===== config.mk =====
export PLATFORM = sky130hd
export DESIGN_NAME = dmem_rmw_arbiter
export DESIGN_NICKNAME = d
export VERILOG_FILES = /design/src/rtl/dmem_rmw_arbiter.sv
export SDC_FILE = /design/constraint.sdc
export NUM_CORES = 1
export LEC_CHECK = 0
export CORE_ASPECT_RATIO = 0.75
export CORE_MARGIN = 2
export CORE_UTILIZATION = 47
export CTS_BUF_LIST = sky130_fd_sc_hd__clkbuf_8
export CTS_CLUSTER_SIZE = 30
export DETAILED_ROUTE_END_ITERATION = 10
export HOLD_SLACK_MARGIN = 0.05
export PLACE_DENSITY = 0.83
export SYNTH_ARGS = -nofsm -noshare
export SYNTH_HDL_FRONTEND = slang
export SYNTH_SLANG_ARGS = --single-unit

===== constraint.sdc =====
create_clock -name clock -period 5.05 [get_ports clock]
set_input_delay 0.505 -clock clock [delete_from_list [all_inputs] [get_ports clock]]
set_output_delay 0.505 -clock clock [all_outputs]
set_load 0.01 [all_outputs]

===== src/rtl/dmem_rmw_arbiter.sv =====
// dmem_rmw_arbiter: shares one single-port data memory between the MEM stage
// (A) and the loader/debug port (B).
// Byte/half stores become read-modify-write pairs; sub-word loads are
// extracted and sign/zero extended. Data and address buses number bit 0 as
// the MSB, so the byte offset is addr[30:31].
// Ports: clock, reset (async, active high);
//   x_req/x_we/x_size/x_signed/x_addr/x_wdata in,
//   x_rdata/x_done/x_stall out (x = a, b);
//   mem_en/mem_we/mem_addr/mem_wdata out, mem_rdata in; owner_b out.
// Optional: DMEM_ALIGN_CHECK_EN adds output align_err; misaligned
//   half/word accesses then complete without touching memory.
module dmem_rmw_arbiter #(
  parameter int ADDR_W   = 8,
  parameter int MAX_WAIT = 4
) (
  input  logic              clock,
  input  logic              reset,
  input  logic              a_req,
  input  logic              a_we,
  input  logic [1:0]        a_size,
  input  logic              a_signed,
  input  logic [0:31]       a_addr,
  input  logic [0:31]       a_wdata,
  output logic [0:31]       a_rdata,
  output logic              a_done,
  output logic              a_stall,
  input  logic              b_req,
  input  logic              b_we,
  input  logic [1:0]        b_size,
  input  logic              b_signed,
  input  logic [0:31]       b_addr,
  input  logic [0:31]       b_wdata,
  output logic [0:31]       b_rdata,
  output logic              b_done,
  output logic              b_stall,
  output logic              mem_en,
  output logic              mem_we,
  output logic [ADDR_W-1:0] mem_addr,
  output logic [0:31]       mem_wdata,
  input  logic [0:31]       mem_rdata,
`ifdef DMEM_ALIGN_CHECK_EN
  output logic              owner_b,
  output logic              align_err
`else
  output logic              owner_b
`endif
);

  typedef struct packed {
    logic        we;
    logic [1:0]  size;
    logic        sgn;
    logic [0:31] addr;
    logic [0:31] wdata;
  } req_t;

  localparam logic [1:0] S_IDLE = 2'd0;
  localparam logic [1:0] S_RD   = 2'd1;
  localparam logic [1:0] S_CAP  = 2'd2;
  localparam logic [1:0] S_WR   = 2'd3;

  localparam logic [3:0] WAIT_MAX = 4'(MAX_WAIT);

  logic [1:0]  state_q, state_d;
  req_t        req_q, req_d;
  logic        owner_q, owner_d;
  logic [3:0]  wait_q, wait_d;
  logic [0:31] wr_q, wr_d;
  logic [0:31] a_rdata_q, a_rdata_d;
  logic [0:31] b_rdata_q, b_rdata_d;
  logic        mis_q, mis_d;

  req_t        a_in, b_in, win;
  logic        grant_a, grant_b;
  logic        win_mis;
  logic        done;
  logic        rd_upd;
  logic [0:31] cap_res;

  function automatic logic [0:31] load_fmt(
    input logic [0:31] rd,
    input req_t        r
  );
    logic [7:0]  b;
    logic [15:0] h;
    logic [0:31] res;
    unique case (r.addr[30:31])
      2'd0:    b = rd[0:7];
      2'd1:    b = rd[8:15];
      2'd2:    b = rd[16:23];
      default: b = rd[24:31];
    endcase
    h = r.addr[30] ? rd[16:31] : rd[0:15];
    unique case (1'b1)
      r.size[1]:         res = rd;
      r.size == 2'b01:   res = {{16{r.sgn & h[15]}}, h};
      default:           res = {{24{r.sgn & b[7]}}, b};
    endcase
    return res;
  endfunction

  // Only the addressed lane is replaced; the rest keeps the read value.
  function automatic logic [0:31] merge(
    input logic [0:31] rd,
    input req_t        r
  );
    logic [0:31] m;
    m = rd;
    unique case (1'b1)
      r.size[1]: m = r.wdata;
      r.size == 2'b01: begin
        if (r.addr[30]) m[16:31] = r.wdata[16:31];
        else            m[0:15]  = r.wdata[16:31];
      end
      default: begin
        unique case (r.addr[30:31])
          2'd0:    m[0:7]   = r.wdata[24:31];
          2'd1:    m[8:15]  = r.wdata[24:31];
          2'd2:    m[16:23] = r.wdata[24:31];
          default: m[24:31] = r.wdata[24:31];
        endcase
      end
    endcase
    return m;
  endfunction

  assign a_in = '{we: a_we, size: a_size, sgn: a_signed,
                  addr: a_addr, wdata: a_wdata};
  assign b_in = '{we: b_we, size: b_size, sgn: b_signed,
                  addr: b_addr, wdata: b_wdata};

  // B wins a tie only once it has lost MAX_WAIT arbitrations.
  always_comb begin
    grant_b = b_req & (~a_req | (wait_q == WAIT_MAX));
    grant_a = a_req & ~grant_b;
    win     = grant_b ? b_in : a_in;
  end

`ifdef DMEM_ALIGN_CHECK_EN
  assign win_mis = ((win.size == 2'b01) & win.addr[31])
                 | (win.size[1] & (win.addr[30:31] != 2'b00));
`else
  assign win_mis = 1'b0;
`endif

  always_comb begin
    state_d   = state_q;
    req_d     = req_q;
    owner_d   = owner_q;
    wait_d    = wait_q;
    wr_d      = wr_q;
    mis_d     = mis_q;
    a_rdata_d = a_rdata_q;
    b_rdata_d = b_rdata_q;
    done      = 1'b0;
    rd_upd    = 1'b0;
    cap_res   = load_fmt(mem_rdata, req_q);
    unique case (state_q)
      S_IDLE: begin
        if (grant_a | grant_b) begin
          req_d   = win;
          owner_d = grant_b;
          wr_d    = win.wdata;
          mis_d   = win_mis;
          if (grant_b)
            wait_d = 4'd0;
          else if (b_req && (wait_q != WAIT_MAX))
            wait_d = wait_q + 4'd1;
          unique case (1'b1)
            win_mis:               state_d = S_CAP;
            win.we & win.size[1]:  state_d = S_WR;
            default:               state_d = S_RD;
          endcase
        end
      end
      S_RD: state_d = S_CAP;
      S_CAP: begin
        unique case (1'b1)
          mis_q: begin
            done    = 1'b1;
            rd_upd  = 1'b1;
            cap_res = '0;
            state_d = S_IDLE;
          end
          req_q.we: begin
            wr_d    = merge(mem_rdata, req_q);
            state_d = S_WR;
          end
          default: begin
            done    = 1'b1;
            rd_upd  = 1'b1;
            state_d = S_IDLE;
          end
        endcase
      end
      S_WR: begin
        done    = 1'b1;
        state_d = S_IDLE;
      end
      default: state_d = S_IDLE;
    endcase
    if (rd_upd) begin
      if (owner_q) b_rdata_d = cap_res;
      else         a_rdata_d = cap_res;
    end
  end

  always_ff @(posedge clock or posedge reset) begin
    if (reset) begin
      state_q   <= S_IDLE;
      req_q     <= '0;
      owner_q   <= 1'b0;
      wait_q    <= 4'd0;
      wr_q      <= '0;
      mis_q     <= 1'b0;
      a_rdata_q <= '0;
      b_rdata_q <= '0;
    end else begin
      state_q   <= state_d;
      req_q     <= req_d;
      owner_q   <= owner_d;
      wait_q    <= wait_d;
      wr_q      <= wr_d;
      mis_q     <= mis_d;
      a_rdata_q <= a_rdata_d;
      b_rdata_q <= b_rdata_d;
    end
  end

  // rdata is live in the done cycle, then held by the flop.
  assign a_rdata   = a_rdata_d;
  assign b_rdata   = b_rdata_d;
  assign a_done    = done & ~owner_q;
  assign b_done    = done & owner_q;
  assign a_stall   = a_req & ~a_done;
  assign b_stall   = b_req & ~b_done;
  assign mem_en    = (state_q == S_RD) | (state_q == S_WR);
  assign mem_we    = (state_q == S_WR);
  assign mem_addr  = req_q.addr[30-ADDR_W:29];
  assign mem_wdata = wr_q;
  assign owner_b   = owner_q & (state_q != S_IDLE);

`ifdef DMEM_ALIGN_CHECK_EN
  assign align_err = done & mis_q;
`endif

  logic unused_addr;
  assign unused_addr = ^req_q.addr[0:29-ADDR_W];

endmodule


# Word-level counts from Yosys, hierarchy flattened
# Cells that the tools add are included.
[word_totals]
register_bits = 149
latch_bits = 0
ramBits = 0
romBits = 0
in_bits = 172
out_inout_bits = 111
elab_cells = 77
memories = 0
[classes]
addsub = 1
mul = 0
n_div = 0
magnitude_cmp = 0
eq_ne = 10
n_shift = 0
mux = 27
bitwise_logic = 18
reduce_logical = 10
[ops]
columns = ["op", "n"]
rows = [
  ["32-bit 2-to-1 mux", 6],
  ["32-bit one-hot mux with 2 select lines", 3],
  ["68-bit 2-to-1 mux", 1],
  ["16-bit 2-to-1 mux", 3],
  ["8-bit 2-to-1 mux", 4],
  ["8-bit one-hot mux with 3 select lines", 1],
  ["1-bit AND", 10],
  ["4-bit 2-to-1 mux", 2],
  ["2-bit one-hot mux with 4 select lines", 1],
  ["2-bit by 1-bit equality test with 1-bit output (second input constant)", 3],
  ["2-bit equality test (second input constant)", 3],
  ["2-bit 2-to-1 mux", 3],
  ["3-bit AND reduction", 2],
  ["2-bit nonzero test", 3],
  ["1-bit NOT", 5],
  ["4-bit by 1-bit adder with 4-bit output (second input constant)", 1],
  ["4-bit by 3-bit equality test with 1-bit output (second input constant)", 1],
  ["2-bit zero test", 2],
  ["2-bit != test (second input constant)", 2],
  ["4-bit by 3-bit != test with 1-bit output (second input constant)", 1],
  ["1-bit OR", 3],
  ["3-bit OR reduction", 1],
  ["1-bit 2-to-1 mux", 2],
  ["1-bit one-hot mux with 2 select lines", 1],
  ["2 further kinds", 2],
]

# Logic depth before layout (Yosys ltp)
# Gate-level depths: netlist (run 1).
[logic_depth]
word_depth = 8
ltp_mapped = 8
mapped_depth_nobuf = 6

# Worst setup path before layout (run 1)
# No wires, ideal clock.
[synth_path]
path_type = "input -> output"
start = "input port mem_rdata[24] in the netlist's numbering"
end = "output port b_rdata[1] in the netlist's numbering"
arrival_ps = 1669
required_time_ps = 4545
slack_ps = 2876
cell_stages = 5
n_path_buf = 1
path_cell_list = "mux4_2 > a22o_1 > nand3_2 > buf_2 > o211ai_1"
[synth_between]
elab_chain_cells = 5
[synth_lines]
columns = ["item", "line", "rtl"]
rows = [
  ["from (decl)", "40", "input logic [0:31] mem_rdata,"],
  ["8-bit one-hot mux with 3 select lines", "87", "unique case (r.addr[30:31])"],
  ["1-bit AND", "97", "default: res = {{24{r.sgn & b[7]}}, b};"],
  ["32-bit one-hot mux with 2 select lines", "94", "unique case (1'b1)"],
  ["32-bit 2-to-1 mux", "203", "if (owner_q) b_rdata_d = cap_res;"],
  ["32-bit 2-to-1 mux", "202", "if (rd_upd) begin"],
  ["to (decl)", "33", "output logic [0:31] b_rdata,"],
]
# Every way passes these cells.

# Worst setup path after layout (run 1)
[layout_path]
start = "register req_q[33] in the netlist's numbering"
end = "output port b_rdata[0] in the netlist's numbering"
[layout_between]
elab_chain_cells = 6
elab_cells_between_ends = 10
cone_classes = "eq/ne (2); mux (5); bitwise (2); reduce/logical (1)"
[layout_lines]
columns = ["item", "line", "rtl"]
rows = [
  ["from (decl)", "65", "req_t req_q, req_d;"],
  ["from (signal assigned)", "220", "req_q <= req_d;"],
  ["2-bit equality test, or another cell as far along", "87", ""],
  ["8-bit one-hot mux with 3 select lines", "87", ""],
  ["1-bit AND", "97", ""],
  ["32-bit one-hot mux with 2 select lines (*)", "94", ""],
  ["32-bit 2-to-1 mux (*)", "203", ""],
  ["32-bit 2-to-1 mux (*)", "202", ""],
]
# Mark *: on every way between the ends. The rest lies on a longest branch, timed or not.

==> results of run 1 <==
==> critical path, stage by stage, from the launching register on <==
cell             delay [ns]
dfrtp_2                1.04
mux4_2                 0.63
a22o_1                 0.24
nand3_2                0.31
o211ai_1               0.21
clkdlybuf4s50_1        0.52
==> Yosys cell counts (all sizes together), types with 12 or more instances <==
cell type | count | area (um2)
o211ai | 44 | 330
o22a | 16 | 140
nand2b | 12 | 75.1
mux2i | 26 | 260
o21ai | 45 | 225
a21oi | 44 | 220
a22o | 16 | 140
buf | 36 | 203
clkbuf | 43 | 161
nand2 | 111 | 419
dfrtp | 149 | 3730
nor2 | 75 | 282
and3 | 23 | 144
nor3 | 19 | 100
nand3 | 13 | 75.1
a211oi | 33 | 248
==> metrics by stage <==
stage / instances / worst slack, ns / util (%) / power [mW] / hold WS (ns)
2_1_floorplan: 837 / 0.537 / - / 4.22 / 0.450
3_3_place_gp: 1220 / 1.66 / 63.4 / 5.76 / 0.460
3_5_place_dp: 1220 / 1.64 / 63.4 / 5.86 / 0.468
4_1_cts: 1252 / 1.14 / 66.0 / 6.86 / 0.451
5_1_grt: 1252 / 0.961 / 66.0 / 7.30 / 0.479
6_report: 1252 / 1.11 / 66.0 / 6.86 / 0.443
==> final timing paths <==
| kind | from | endpoint | cells past startpoint |
|---|---|---|---|
| max | req_q[33] | b_rdata[0] | 5 |
| min | reset | mem_addr[6] | 2 |
| max reg2reg | req_q[66] | mem_wdata[24] | 5 |
| min reg2reg | req_q[19] | req_q[19] | 1 |
| min in group clock | req_q[19] | req_q[19] | 1 |
| max in group asynchronous | reset | b_rdata_q[22] | 3 |
==> power groups by stage <==
stage,logic (mW),registers (mW),clock network (mW)
floorplan,2.17,2.06,0
global placement,3.59,2.17,0
finish,3.68,2.19,0.987
global route,3.99,2.26,1.05
CTS,3.68,2.18,0.999
detailed placement,3.67,2.20,0
==> area by class of cell <==
type	count	area [um2]	area share [%]
flip-flops and latches	149	3730	34.8
inverters	10	42.5	0.397
well taps	210	263	2.45
clock inverters	12	153	1.43
repair buffers	252	2490	23.2
clock buffers	20	275	2.57
multi-input cells	599	3750	35.1
==> metal layers <==
layer | share of wire [%] | wire length [um] | global-route usage [%] | vias up
li1 | - | - | - | 3434
met1 | 43 | 10700 | 39.4 | 3663
met2 | 45 | 11300 | 44.4 | 377
met3 | 10 | 2560 | 8.53 | 41
met4 | 2.1 | 518 | 7.34 | 0
met5 | 0 | 0 | 0 | -
==> sequential cells by signal, indices dropped and copies added, names as in the netlist <==
signal	count
wait_q	4
b_rdata_q	32
owner_q	1
a_rdata_q	32
mem_addr	8
req_q	38
mem_wdata	32
state_q	2
==> kinds of logic (layout without fill, tap and decap cells) <==
logic type,after synthesis,in the layout
flops,149,149
simple gates,300,300
fa+ha+maj,2,2
mux,37,37
compound gates,260,260
buf+inv,89,294
==> flow_summary.toml, run 1 <==
[outcome]
status = "finished, final reports clean"

[pwr]
vdd_drop_max_v = 0.000254
power_frac_comb_pct = 53.7
internal_power_mw = 4.06
p_clk_share_pct = 14.4
p_sw_mw = 2.80
powerDensity_nw_per_um2 = 640
p_seq_share_pct = 31.9
sw_frac_of_total_pct = 40.8
leakagePower_nw = 4.43

[timing]
fmax_mhz = 254
fin_setup_tns_ns = 0
fin_crit_sh_pct = 78.0
fin_skew_ns = 0.00976
rsz0062_at_grt = "no"
setup_viol = 0
period_minus_slack_ns = 3.94
relSlewSlack_pct = 33.0
hold_violations = 0
finalMaxSlewViolations = 0
worstMarginPinSlew_ns = 1.00

[global_route]
gr-total-overflow = 0
grt_antenna_before_repair = 0
grt_max_degree = 59
grt_util_all_layers_pct = 28.4
grt_pass1_wl_um = 39400
grt_pass1_vias = 7088

[logic_synthesis]
synthAdderAreaFrac_pct = 0.318
synth_compound_area_share_pct = 23.1
syn_area_um2 = 7880
syn_avg_cell_area_um2 = 9.41
syn_nets = 1011
ys_types = 54
ys_async_sr_fraction_pct = 100
synth_edf_count = 0
synthesis.instances = 837
ys_ff_latch = 149
synth_xor_area_share_pct = 0
synthMuxAreaShare_pct = 5.88
ys_warn_count = 0
synth_top_family_by_area = "compound AO/OA/AOI/OAI gates"
seq_area_frac_synth_pct = 47.3
synth_ff_type = "dfrtp_1"
yosys.area_share.simple_pct = 18.3

[clocking]
cts_tree = "done"
clockRootBuffer = "clkbuf_8"
cts_made_buffers = 17
hold_buffers = 0
clk-insertion-delay-late_ns = 0.46
clk_pin_slew_ns = 0.08
htreeDepth = 4
cts.repair.resized = 0
clock_sinks = 149
ctsLongestPathBuffers = 2
cts_setup_buffers = 0

[worst_setup_path]
cp-end-kind = "output port"
timing.reg2reg.setup_slack_ns = 2.11
path_max_fanout = 58
crit_required_ns = 4.55
crit_type = "reg2out"
startpoint_type = "flop"
cp.arrival_ns = 3.43

[drt]
wire_per_inst_um = 20.0
totalWireLength_um = 25000
drtAntennaViolNets = 0
first_pass_iters = 6
vias = 7515
drtIter0Drc = 734
drcViolationCount = 0
viasPerCell = 6.00

[die]
start_util_pct = 48.6
core_um2 = 16200
num_rows = 40
die_h_um = 116
dieArea_um2 = 17800
io_pins = 283
die_w_um = 153

[cells_and_area]
diodes = 0
nNetsFinal = 1203
final_area_um2 = 10700
drive_above_1_share_pct = 7.49
area_delta_synth_final_pct = 36.0
layout_common_cells = "clkdlybuf4s50_1 (238), dfrtp_1 (147), nand2_1 (108), nor2_1 (75)"
layout_commonest_cell = "clkdlybuf4s50_1"
nFillCells = 1300

[placed_design]
io_buffers = 238
gp_congestion = 0.927
dp_hpwl_um = 18400
place_area_um2 = 10300

[flow_run]
cap_violations = 0

[worst_hold_path]
hold_path.class = "in2async"
No activity file was read; power rests on OpenSTA's default activity.
==> inputs of run 2 (changes only) <==
--- a/config.mk
+++ b/config.mk
@@ -7,12 +7,12 @@
 export LEC_CHECK = 0
 export CORE_ASPECT_RATIO = 0.75
 export CORE_MARGIN = 2
-export CORE_UTILIZATION = 47
+export CORE_UTILIZATION = 42
 export CTS_BUF_LIST = sky130_fd_sc_hd__clkbuf_8
 export CTS_CLUSTER_SIZE = 30
 export DETAILED_ROUTE_END_ITERATION = 10
 export HOLD_SLACK_MARGIN = 0.05
-export PLACE_DENSITY = 0.83
+export PLACE_DENSITY = 0.79
 export SYNTH_ARGS = -nofsm -noshare
 export SYNTH_HDL_FRONTEND = slang
 export SYNTH_SLANG_ARGS = --single-unit
==> constraint.sdc (replaced) <==
create_clock -name clock -period 3.45 [get_ports clock]
set_input_delay 0.345 -clock clock [delete_from_list [all_inputs] [get_ports clock]]
set_output_delay 0.345 -clock clock [all_outputs]
set_load 0.01 [all_outputs]
==> run 2 against run 1 <==
Net effect:
- cell area up 1.5%
- first-iteration DRC count rose by 18%
- clock skew grew 0.0034 ns
- count of clock-buffer cells in the layout down 1
- utilization decreased by 7.2 points
- non-clock buffer count grew 14
- power increased by 47%
- critical path depth unchanged
- hold slack worse by 0.12 ns
- final cell count rose by 3.8%
- critical path type unchanged
==> flow_summary.toml, run 2 (synthesis results as in run 1) <==
[outcome]
status = "finished, final reports clean"

[clocking]
cts.repair.resized = 0
clockRootBuffer = "clkbuf_8"
cts_made_buffers = 17
clk-insertion-delay-late_ns = 0.45
hold_buffers = 0
ctsLongestPathBuffers = 2
cts_setup_buffers = 0
htreeDepth = 4
clock_sinks = 149
clk_pin_slew_ns = 0.08
cts_tree = "done"

[worst_hold_path]
hold_path.class = "in2async"

[timing]
hold_violations = 0
setup_ws_ns = 0.128
fmax_mhz = 301
worstMarginPinSlew_ns = 0.940
period_minus_slack_ns = 3.32
fin_setup_tns_ns = 0
setup_viol = 0
fin_skew_ns = 0.0131
rsz0062_at_grt = "no"
finalMaxSlewViolations = 0
relSlewSlack_pct = 37.1
fin_crit_sh_pct = 96.3

[drt]
vias = 7460
first_pass_iters = 8
drtAntennaViolNets = 0
drcViolationCount = 0
totalWireLength_um = 26000
wire_per_inst_um = 20.0
viasPerCell = 5.74
drtIter0Drc = 863

[cells_and_area]
final_area_um2 = 10900
layout_commonest_cell = "clkdlybuf4s50_1"
drive_above_1_share_pct = 8.36
nNetsFinal = 1217
largest-register = "req_q"
diodes = 0
largest_reg_flops = 38
layout_common_cells = "clkdlybuf4s50_1 (238), dfrtp_1 (146), nand2_1 (108), nor2_1 (75)"
area_delta_synth_final_pct = 37.9

[global_route]
grt_max_degree = 70
grt_pass1_vias = 7166
grt_util_all_layers_pct = 26.5
grt_pass1_wl_um = 40200
gr-total-overflow = 0
grt_antenna_before_repair = 0

[worst_setup_path]
cp.arrival_ns = 2.98
cp-end-kind = "output port"
timing.reg2reg.setup_slack_ns = 1.04
r2r-end = "mem_wdata[13]"
startpoint_type = "flop"
crit_type = "reg2out"
crit_required_ns = 3.11
crit_start = "req_q[66]"
reg2regPathDepth = 5
path_max_fanout = 36
r2r-start = "req_q[65]"

[placed_design]
dp_slack_ns = 0.460
gp_congestion = 0.934
io_buffers = 238
dp_hpwl_um = 19600
place_area_um2 = 10500

[die]
start_util_pct = 42.7
num_rows = 43
dieArea_um2 = 19900
die_w_um = 162
io_pins = 283
die_h_um = 123
core_um2 = 18500

[pwr]
fin_total_pwr_mw = 10.1
vdd_drop_max_v = 0.000363
powerDensity_nw_per_um2 = 928
leakagePower_nw = 4.51

[flow_run]
cap_violations = 0
run 2: final cells by class:
type	count	area, um2
multi-input cells	599	3770
clock inverters	10	119
clock buffers	19	262
fillers	1618	7590
flip-flops and latches	149	3730
repair buffers	266	2630
inverters	10	41.3
well taps	247	309
run 2: per-layer routing:
layer  up-vias  GRT usage [%]  wire, um  part of all wire [%]
met5         -              0         0                     0
met4         0           8.52       682                   2.6
met3        50           7.57      2430                   9.3
met2       358           39.7     11700                    45
met1      3584           37.3     11300                    43
li1       3468              -         -                     -
run 2: how the worst max path moves through the flow:
stage,end,slack [ns]
2_1_floorplan,a_rdata_q[0],1.23
3_3_place_gp,a_rdata[3],0.49
3_5_place_dp,b_rdata[15],0.46
4_1_cts,a_rdata[11],0.05
5_1_grt,b_rdata[24],0.05
6_report,b_rdata[24],0.13
run 2: critical path, cell delays in order (launching register included):
cell             delay (ns)
dfrtp_2                0.76
nor2_1                 0.34
a22o_1                 0.26
a221o_1                0.35
mux2_2                 0.30
clkdlybuf4s50_1        0.50
run 2: through the flow:
| stage | std cells | hold WS [ns] | util, % |
|---|---|---|---|
| 2_1_floorplan | 837 | 0.450 | - |
| 3_3_place_gp | 1271 | 0.461 | 56.7 |
| 3_5_place_dp | 1271 | 0.467 | 56.7 |
| 4_1_cts | 1300 | 0.322 | 58.8 |
| 5_1_grt | 1300 | 0.360 | 58.9 |
| 6_report | 1300 | 0.327 | 58.9 |
run 2: where the power goes:
| part | total [mW] | switching, mW | leakage, nW | internal, mW |
|---|---|---|---|---|
| logic | 5.55 | 2.89 | 2.51 | 2.66 |
| registers | 3.19 | 0.604 | 1.79 | 2.58 |
| clock network | 1.34 | 0.618 | 0.213 | 0.726 |
| total | 10.1 | 4.11 | 4.51 | 5.97 |
